===== src/rtl/midi_out.sv =====
`default_nettype none
// ============================================================================
// Module      : midi_out
// Description : MIDI transmitter. Queues whole channel/system messages in a
//               small FIFO and serialises them on a 31.25 kbaud-style line
//               clocked at one baud_clk edge per bit, with optional running
//               status and an optional idle gap between messages.
// Revision    : 1.0 - initial release
// ============================================================================
module midi_out #(
    parameter int RUNNING_STATUS = 1,
    parameter int FIFO_DEPTH     = 4,
    parameter int GAP_BITS       = 0
) (
    input  logic       baud_clk,
    input  logic       rst,
    input  logic       msg_valid,
    output logic       msg_ready,
    input  logic [7:0] status_out,
    input  logic [7:0] data1_out,
    input  logic [7:0] data2_out,
    input  logic [1:0] bytes_cnt_out,
    output logic       midi_tx,
    output logic       busy,
    output logic       err_drop
);

    localparam int c_PTR_W = (FIFO_DEPTH > 1) ? $clog2(FIFO_DEPTH) : 1;
    localparam int c_CNT_W = c_PTR_W + 1;
    localparam int c_GAP_W = (GAP_BITS > 1) ? $clog2(GAP_BITS) : 1;
    localparam logic [c_CNT_W-1:0] c_DEPTH    = c_CNT_W'(FIFO_DEPTH);
    localparam logic [c_GAP_W-1:0] c_GAP_INIT = c_GAP_W'(GAP_BITS - 1);

    typedef enum logic [2:0] {
        IDLE  = 3'd0,
        START = 3'd1,
        DATA  = 3'd2,
        STOP  = 3'd3,
        GAP   = 3'd4
    } state_t;

    // Queue storage and bookkeeping
    logic [25:0]        r_fifo_mem [FIFO_DEPTH];
    logic [c_PTR_W-1:0] r_wr_ptr;
    logic [c_PTR_W-1:0] r_rd_ptr;
    logic [c_CNT_W-1:0] r_count;

    // Serialiser state
    state_t             r_state;
    logic               r_tx;
    logic [7:0]         r_shift;
    logic [7:0]         r_next1;
    logic [7:0]         r_next2;
    logic [1:0]         r_bytes_left;
    logic [2:0]         r_bit_idx;
    logic [c_GAP_W-1:0] r_gap_cnt;
    logic [7:0]         r_last_status;
    logic               r_err_drop;

    logic               w_accept;
    logic               w_bad;
    logic               w_push;
    logic               w_pop;
    logic               w_omit;
    logic [25:0]        w_head;
    logic [1:0]         w_head_cnt;
    logic [7:0]         w_head_st;
    logic [7:0]         w_head_d1;
    logic [7:0]         w_head_d2;

    // Ready depends on stored occupancy only, never on a same-cycle pop.
    assign msg_ready = (r_count < c_DEPTH);
    assign w_accept  = msg_valid & msg_ready;
    // Malformed messages (no bytes, or first byte not a status) are dropped.
    assign w_bad     = (bytes_cnt_out == 2'd0) | ~status_out[7];
    assign w_push    = w_accept & ~w_bad;
    assign w_pop     = (r_state == IDLE) && (r_count != '0);

    assign w_head     = r_fifo_mem[r_rd_ptr];
    assign w_head_cnt = w_head[25:24];
    assign w_head_st  = w_head[23:16];
    assign w_head_d1  = w_head[15:8];
    assign w_head_d2  = w_head[7:0];

    // A channel-voice status equal to the previous one is skipped, but a
    // single-byte message always keeps its status so it never becomes empty.
    assign w_omit = (RUNNING_STATUS != 0) && (w_head_st <= 8'hEF) &&
                    (w_head_st == r_last_status) && (w_head_cnt > 2'd1);

    assign midi_tx  = r_tx;
    assign busy     = (r_state != IDLE) || (r_count != '0);
    assign err_drop = r_err_drop;

    // Message storage; contents need no reset because occupancy gates reads.
    always_ff @(posedge baud_clk) begin
        if (w_push) begin
            r_fifo_mem[r_wr_ptr] <= {bytes_cnt_out, status_out, data1_out, data2_out};
        end
    end

    // Queue pointers and occupancy; a simultaneous push and pop cancel out.
    always_ff @(posedge baud_clk or negedge rst) begin
        if (!rst) begin
            r_wr_ptr <= '0;
            r_rd_ptr <= '0;
            r_count  <= '0;
        end else begin
            if (w_push) begin
                r_wr_ptr <= r_wr_ptr + c_PTR_W'(1);
            end
            if (w_pop) begin
                r_rd_ptr <= r_rd_ptr + c_PTR_W'(1);
            end
            if (w_push && !w_pop) begin
                r_count <= r_count + c_CNT_W'(1);
            end else if (!w_push && w_pop) begin
                r_count <= r_count - c_CNT_W'(1);
            end
        end
    end

    // Drop indication, one cycle after the rejected message was accepted.
    always_ff @(posedge baud_clk or negedge rst) begin
        if (!rst) begin
            r_err_drop <= 1'b0;
        end else begin
            r_err_drop <= w_accept & w_bad;
        end
    end

    // Serialiser: pops a message, frames each byte start/8 data LSB first/stop.
    always_ff @(posedge baud_clk or negedge rst) begin
        if (!rst) begin
            r_state       <= IDLE;
            r_tx          <= 1'b1;
            r_shift       <= '0;
            r_next1       <= '0;
            r_next2       <= '0;
            r_bytes_left  <= '0;
            r_bit_idx     <= '0;
            r_gap_cnt     <= '0;
            r_last_status <= '0;
        end else begin
            case (r_state)
                IDLE: begin
                    r_tx <= 1'b1;
                    if (w_pop) begin
                        r_state <= START;
                        r_tx    <= 1'b0;
                        if (w_omit) begin
                            r_shift      <= w_head_d1;
                            r_next1      <= w_head_d2;
                            r_next2      <= w_head_d2;
                            r_bytes_left <= w_head_cnt - 2'd2;
                        end else begin
                            r_shift      <= w_head_st;
                            r_next1      <= w_head_d1;
                            r_next2      <= w_head_d2;
                            r_bytes_left <= w_head_cnt - 2'd1;
                        end
                        // Queued statuses always have bit 7 set.
                        if (w_head_st <= 8'hEF) begin
                            r_last_status <= w_head_st;
                        end else if (w_head_st <= 8'hF7) begin
                            r_last_status <= 8'h00;
                        end
                    end
                end
                START: begin
                    r_state   <= DATA;
                    r_bit_idx <= 3'd0;
                    r_tx      <= r_shift[0];
                    r_shift   <= {1'b0, r_shift[7:1]};
                end
                DATA: begin
                    if (r_bit_idx == 3'd7) begin
                        r_state <= STOP;
                        r_tx    <= 1'b1;
                    end else begin
                        r_bit_idx <= r_bit_idx + 3'd1;
                        r_tx      <= r_shift[0];
                        r_shift   <= {1'b0, r_shift[7:1]};
                    end
                end
                STOP: begin
                    if (r_bytes_left != 2'd0) begin
                        r_state      <= START;
                        r_tx         <= 1'b0;
                        r_shift      <= r_next1;
                        r_next1      <= r_next2;
                        r_bytes_left <= r_bytes_left - 2'd1;
                    end else if (GAP_BITS > 0) begin
                        r_state   <= GAP;
                        r_tx      <= 1'b1;
                        r_gap_cnt <= c_GAP_INIT;
                    end else begin
                        r_state <= IDLE;
                        r_tx    <= 1'b1;
                    end
                end
                GAP: begin
                    r_tx <= 1'b1;
                    if (r_gap_cnt == '0) begin
                        r_state <= IDLE;
                    end else begin
                        r_gap_cnt <= r_gap_cnt - c_GAP_W'(1);
                    end
                end
                default: begin
                    r_state <= IDLE;
                    r_tx    <= 1'b1;
                end
            endcase
        end
    end

endmodule
`default_nettype wire

===== config.mk =====
export PLATFORM = sky130hd
export DESIGN_NAME = midi_out
export DESIGN_NICKNAME = d
export VERILOG_FILES = /design/src/rtl/midi_out.sv
export SDC_FILE = /design/constraint.sdc
export NUM_CORES = 1
export LEC_CHECK = 0
export CAP_MARGIN = 5
export CORE_UTILIZATION = 45
export DETAILED_ROUTE_END_ITERATION = 6
export PLACE_DENSITY = 0.7
export SYNTH_ARGS = -nofsm -noshare
export SYNTH_HDL_FRONTEND = slang
export SYNTH_SLANG_ARGS = --single-unit

===== constraint.sdc =====
create_clock -name baud_clk -period 2.2 [get_ports baud_clk]
set_input_delay 0.55 -clock baud_clk [delete_from_list [all_inputs] [get_ports baud_clk]]
set_output_delay 0.55 -clock baud_clk [all_outputs]
set_load 0.02 [all_outputs]

==> flow_metrics.py, run 1 <==
metrics = {
    "power": {
        "vdd_drop_max_mv": 0.700,
        "power_density_mw_per_mm2": 1530,
        "p_leak_nw": 3.19,
        "internal_power_mw": 8.33,
        "pwr-share-seq": 0.304,
        "combPwrFrac": 0.480,
        "finalPower_mw": 13.2,
        "pwr-share-clk": 0.216,
        "sw_frac_of_total": 0.366,
        "power_switching_mw": 4.82,
    },
    "timing": {
        "finalSetupViolCount": 17,
        "tightest_slew_ns": 0.313,
        "relSlewSlack": 0.791,
        "slew_viol_final": 0,
        "setup_ws_ns": -0.170,
        "fmax_mhz": 422,
        "fin_tns_setup_ns": -1.76,
        "finClkSkew_ns": 0.00739,
        "hold_viol_final": 0,
        "rsz0062_at_grt": "true",
        "fin_crit_ns": 2.37,
        "fin_crit_sh": 1.08,
    },
    "status": {
        "status": "finished with violations",
        "violations": "negative setup slack",
    },
    "clocking": {
        "tritoncts": "built",
        "cts.htree.levels": 4,
        "clk_pin_slew_worst_paths_ns": 0.06,
        "clock-sinks": 152,
        "cts-root-buf": "clkbuf_16",
        "cts_buffers": 17,
        "clockBufferDepth": 2,
        "insertion_delay_ns": 0.43,
    },
    "worst_setup_path": {
        "cp-start-kind": "flip-flop",
        "path_max_fanout": 30,
        "crit_path_end": "r_next1[4]$_DFFE_PN0P_",
        "cp.arrival_ns": 2.73,
        "crit_path_end_kind": "flip-flop",
        "r2r_cells": 7,
        "path_class": "reg2reg",
        "cp-startpoint": "r_rd_ptr[0]$_DFFE_PN0P_",
        "reg2reg_to": "r_next1[4]$_DFFE_PN0P_",
        "rrSetupSlack_ns": -0.17,
        "required_ns": 2.56,
        "r2r-start": "r_rd_ptr[0]$_DFFE_PN0P_",
    },
    "die": {
        "die_w_um": 126,
        "row_count": 44,
        "die_area_mm2": 0.0158,
        "core_area_mm2": 0.0148,
        "chipHeight_um": 126,
        "io_pins": 33,
        "initial_utilization": 0.468,
    },
    "placed_design": {
        "io_buffer_count": 32,
        "placed_cells": 717,
        "place_hpwl_um": 9370,
        "gp_congestion": 0.769,
    },
    "global_routing": {
        "antenna_found_initial": 0,
        "grt_use_total": 0.201,
        "grt_pass1_wl_um": 23900,
        "grt-ovfl-total": 0,
        "grt_max_degree": 49,
        "grt_pass1_vias": 4463,
    },
    "synthesis": {
        "ys_types": 56,
        "async_reset_ff_frac": 0.316,
        "ys.warnings.count": 0,
        "synth_common_cells": "edfxtp_1, dfrtp_1, a21oi_1, mux4_2, nand3_1",
        "synth_most_common_cell": "edfxtp_1",
        "synth-main-ff-cell": "edfxtp_1",
        "syn_nets": 521,
        "synth_edf_count": 104,
        "synth_seq_area_share": 0.627,
        "syn_area_mm2": 0.00690,
        "synth_largest_area_cell": "edfxtp_1",
        "yosys.area.top_type_share": 0.453,
        "synthTopCellsByArea": "edfxtp_1, dfrtp_1, mux4_2",
        "avgSynthCellArea_um2": 14.4,
        "synth-seq-cells": 152,
        "netlist_instances": 479,
    },
    "final_layout": {
        "utilization": 0.584,
        "num_antenna_cells": 0,
        "drive_above_1_share": 0.294,
        "instances_no_fill": 752,
        "finish.net_count": 598,
        "syn2layout_area_growth_pct": 24.8,
    },
    "detailed_routing": {
        "wirelength_um": 15000,
        "first_pass_iters": 5,
        "drt_iter0_markers": 373,
        "viasPerCell": 5.93,
        "antenna_left": 0,
        "route.detailed.drc": 0,
        "routedWlPerCell_um": 19.9,
        "via_count": 4459,
    },
    "run": {
        "max-cap-violations": 0,
    },
    "hold_path": {
        "min_path_type": "in2async",
    },
}
## cell usage in the layout (no fill, tap or decap), drive strengths merged, types with 2 or more instances in the layout
cell type	n
o31ai	2
o21a	3
dfrtp	47
nor2b	2
a21oi	31
dlygate4sd2	3
nand2	17
mux4	26
nand4	3
a22oi	10
xnor2	13
xor2	2
and2	6
clkdlybuf4s50	26
o211ai	15
and4	2
or4	16
buf	59
clkbuf	19
ha	12
o211a	6
mux2	15
inv	21
clkinv	5
edfxtp	104
bufinv	2
o41ai	2
or2b	2
a31oi	3
clkinvlp	4
nor3	4
o22ai	3
o21ai	24
nand3	24
nor3b	9
nor2	9
## per-stage QoR
stage	instance area [µm²]	hold slack [ns]	setup slack, ns
after detailed placement	7860	0.484	-0.543
final	8610	0.110	-0.170
after global placement	7860	0.482	-0.430
after global routing	8610	0.127	-0.244
after floorplan	6930	0.254	-0.110
after CTS	8510	0.116	-0.137
## power by group through the flow
stage	combinational, mW	clock [mW]	sequential (mW)
after floorplan	3.86	0	3.97
after global placement	5.62	0	4.00
after detailed placement	5.84	0	4.03
after CTS	6.01	2.89	3.99
after global routing	6.84	2.99	4.06
final	6.31	2.84	4.01
## repair_timing
item,CTS,global route
buffers inserted,1,2
hold buffers,0,0
gates resized for setup,25,17
cloned,0,1
setup endpoints to repair,21,21
hold endpoints to repair,0,0
pin swaps,2,5
## worst min-delay path by stage
stage                                      from                     endpoint  slack [ns]  cells past startpoint
global placement         r_next2[6]$_DFFE_PN0P_       r_next2[6]$_DFFE_PN0P_        0.48                      1
global route                                rst       r_shift[3]$_DFFE_PN0P_        0.13                      2
finish                                      rst       r_shift[3]$_DFFE_PN0P_        0.11                      2
CTS                                         rst       r_shift[3]$_DFFE_PN0P_        0.12                      2
detailed placement  r_bytes_left[1]$_DFFE_PN0P_  r_bytes_left[1]$_DFFE_PN0P_        0.48                      2
floorplan                                   rst           err_drop$_DFF_PN0_        0.25                      0
## layout make-up
class	instances	area, µm²
inverter	19	75.1
multi-input combinational	276	2490
sequential	152	4330
tap	184	230
clock inverter	13	148
clock buffer	18	429
timing repair buffer	90	913
fill	1141	6140
## metal layers
layer  global-route usage  share of wire  up-vias
met1                0.272           0.44     2273
met2                0.317           0.49      132
met4               0.0765          0.015        0
met3               0.0472          0.051       23
li1                     -              -     2031
met5                    0              0        -
## state kept, by name, summed over array words and instances (netlist names), 2 cells and up
register / count
r_fifo_mem: 104
r_rd_ptr: 2
r_next1: 8
r_bytes_left: 2
r_last_status: 8
r_state: 2
r_shift: 8
r_next2: 8
r_wr_ptr: 2
r_bit_idx: 3
r_count: 3
## critical path: stages (launching register included)
cell and delay, ns:
dfrtp_2 0.38, buf_12 0.15, mux4_2 0.59, xnor2_2 0.19, nand4_2 0.15, buf_12 0.19
or4_1 0.55, nand3_2 0.10
## cells by family (layout without fill, tap and decap cells)
kind of cell    count (synthesis)  after routing  share of synthesized area
flops                         152            152                      0.627
compound gates                104            104                     0.0967
simple gates                  102            102                     0.0865
buf+inv                        51            140                     0.0314
mux                            42             42                      0.111
xor+xnor                       15             15                     0.0223
fa+ha+maj                      13             13                     0.0247
Power figures use the tool's default switching activity.
==> run 2: changes to the inputs <==
--- a/config.mk
+++ b/config.mk
@@ -6,6 +6,7 @@
 export NUM_CORES = 1
 export LEC_CHECK = 0
 export CAP_MARGIN = 5
+export CORE_MARGIN = 2
 export CORE_UTILIZATION = 45
 export DETAILED_ROUTE_END_ITERATION = 6
 export PLACE_DENSITY = 0.7
==> run 2 against run 1 <==
Against the previous run: the run still ends with negative setup slack left; sequential share of layout area decreased by 2.0 points; clock power increased by 6%; non-clock buffer count increased by 22; die area increased by 3.2%; count of clock-buffer cells in the layout increased by 1; final cell count increased by 3.6%; setup slack about the same; worst hold slack got worse by 0.028 ns; design area increased by 4.2%; sequential power about the same; clock skew decreased by 0.00099 ns; critical path type unchanged; highest routed layer unchanged.
==> flow_metrics.py, run 2 (same netlist as run 1, synthesis figures left out) <==
metrics = {
    "worst_setup_path": {
        "critPathSlowestCell": "mux4_2",
        "cp_cell_sequence": "buf_6, mux4_2, buf_4, nand4_1, nand2_2, buf_12, or4_4, nand3_2",
        "required_ns": 2.57,
        "path_max_fanout": 15,
        "r2r-start": "r_rd_ptr[0]$_DFFE_PN0P_",
        "cp-start-kind": "flip-flop",
        "max_stage_delay_ns": 0.60,
        "crit_path_end_kind": "flip-flop",
        "cp.arrival_ns": 2.74,
        "cp-startpoint": "r_rd_ptr[0]$_DFFE_PN0P_",
        "path_class": "reg2reg",
    },
    "power": {
        "power_density_mw_per_mm2": 1570,
        "vdd_drop_max_mv": 0.755,
        "pwr-share-clk": 0.214,
        "sw_frac_of_total": 0.361,
        "internal_power_mw": 9.00,
        "finalPower_mw": 14.1,
        "combPwrFrac": 0.501,
        "p_leak_nw": 3.40,
        "pwr-share-seq": 0.286,
        "power_switching_mw": 5.10,
    },
    "timing": {
        "relSlewSlack": 0.668,
        "hold_viol_final": 0,
        "tightest_slew_ns": 0.498,
        "fin_crit_sh": 1.08,
        "setup_ws_ns": -0.170,
        "fin_crit_ns": 2.37,
        "fmax_mhz": 422,
        "finClkSkew_ns": 0.00640,
        "slew_viol_final": 0,
        "rsz0062_at_grt": "true",
        "finalSetupViolCount": 18,
    },
    "clocking": {
        "insertion_delay_ns": 0.43,
        "clk_pin_slew_worst_paths_ns": 0.06,
        "clock-sinks": 152,
        "clockBufferDepth": 2,
        "tritoncts": "built",
        "cts.htree.levels": 4,
        "cts_buffers": 17,
        "cts-root-buf": "clkbuf_16",
    },
    "global_routing": {
        "grt_util_met2": 0.340,
        "busiest_layer": "met2",
        "grt_pass1_vias": 4689,
        "grt_use_total": 0.201,
        "grt_pass1_wl_um": 24700,
        "grtUsageMet3": 0.0396,
        "antenna_found_initial": 0,
        "grt_max_degree": 32,
        "grt_use_met1": 0.254,
        "grt-ovfl-total": 0,
    },
    "die": {
        "core_area_mm2": 0.0151,
        "row_count": 45,
        "die_area_mm2": 0.0163,
        "chipHeight_um": 128,
        "die_w_um": 128,
        "initial_utilization": 0.457,
        "io_pins": 33,
    },
    "hold_path": {
        "min_path_type": "in2async",
    },
    "final_layout": {
        "largest_reg_flops": 104,
        "drive_above_1_share": 0.337,
        "num_antenna_cells": 0,
        "instances_no_fill": 779,
        "design_area_mm2": 0.00897,
        "largest-register": "r_fifo_mem",
        "syn2layout_area_growth_pct": 30.1,
        "final_common_cell": "edfxtp_1",
        "final_cell_mix": "edfxtp_1, buf_4, dfrtp_1",
        "finish.net_count": 620,
    },
    "placed_design": {
        "placed_cells": 735,
        "place_hpwl_um": 10000,
        "io_buffer_count": 32,
        "gp_congestion": 0.838,
        "place_area_mm2": 0.00797,
    },
    "run": {
        "max-cap-violations": 0,
    },
    "status": {
        "status": "finished with violations",
        "violations": "negative setup slack",
    },
    "detailed_routing": {
        "routedWlPerCell_um": 20.8,
        "first_pass_iters": 5,
        "via_count": 4620,
        "wirelength_um": 16200,
        "drt_iter0_markers": 323,
        "route.detailed.drc": 0,
        "viasPerCell": 5.93,
        "antenna_left": 0,
    },
}
## run 2: changes by cell type in the layout (fill, tap and decap cells not counted), sizes merged, moves of 2 or more
cell,before,now
buf,59,79
bufinv,2,4
clkinv,5,7
dlymetal6s2s,1,3
clkbuf,19,21
clkinvlp,4,1
dlygate4sd2,3,1
## run 2: worst paths after layout
| kind | end | slack (ns) | depth (start not counted) |
|---|---|---|---|
| min | r_bytes_left[1]$_DFFE_PN0P_ | 0.08 | 1 |
| max reg2reg | r_shift[3]$_DFFE_PN0P_ | -0.17 | 8 |
| min reg2reg | r_bytes_left[1]$_DFFE_PN0P_ | 0.50 | 2 |
| min in group baud_clk | r_fifo_mem[0][25]$_DFFE_PP_ | 0.48 | 2 |
| max in group asynchronous | r_rd_ptr[0]$_DFFE_PN0P_ | 1.54 | 2 |
| max | r_shift[3]$_DFFE_PN0P_ | -0.17 | 8 |
## run 2: stage by stage
step | setup slack [ns] | hold WS, ns | util | TNS, ns
finish | -0.170 | 0.0826 | 0.595 | -2.56
detailed placement | -0.451 | 0.482 | 0.528 | -25.00
floorplan | -0.110 | 0.254 | - | -0.119
global placement | -0.365 | 0.480 | 0.528 | -21.06
global route | -0.216 | 0.120 | 0.595 | -3.53
CTS | -0.154 | 0.0879 | 0.578 | -2.16
## run 2: layer usage
layer / share of wire / routed length (µm) / vias to the layer above
met5: 0 / 0 / -
met4: 0.027 / 432 / 0
met3: 0.050 / 804 / 36
met2: 0.51 / 8340 / 149
met1: 0.41 / 6640 / 2360
li1: - / - / 2075
## run 2: what timing repair did
action | 4_1_cts | 5_1_grt
resized for setup | 21 | 39
pin swaps | 3 | 33
hold buffers | 0 | 0
cloned | 1 | 3
setup buffers | 6 | 2
setup endpoints to repair | 21 | 20
## run 2: layout make-up
class / instances / area [µm²]
fill: 1123 / 6120
sequential: 152 / 4330
multi-input combinational: 276 / 2580
timing repair buffer: 112 / 1140
clock buffer: 19 / 433
tap: 188 / 235
clock inverter: 13 / 178
inverter: 19 / 71.3
## run 2: worst max-delay path: cells and delay by family (launching register included)
family	cells	cell delay [ns]
buf+inv	3	0.50
simple gates	4	0.82
mux	1	0.60
flops	1	0.39
## run 2: power groups by stage
stage               Clock, mW  Combinational (mW)  Sequential, mW
floorplan                   0                3.86            3.97
finish                   3.01                7.06            4.03
detailed placement          0                5.96            4.03
global placement            0                5.75            4.00
CTS                      3.04                6.41            4.00
global route             3.17                7.59            4.07
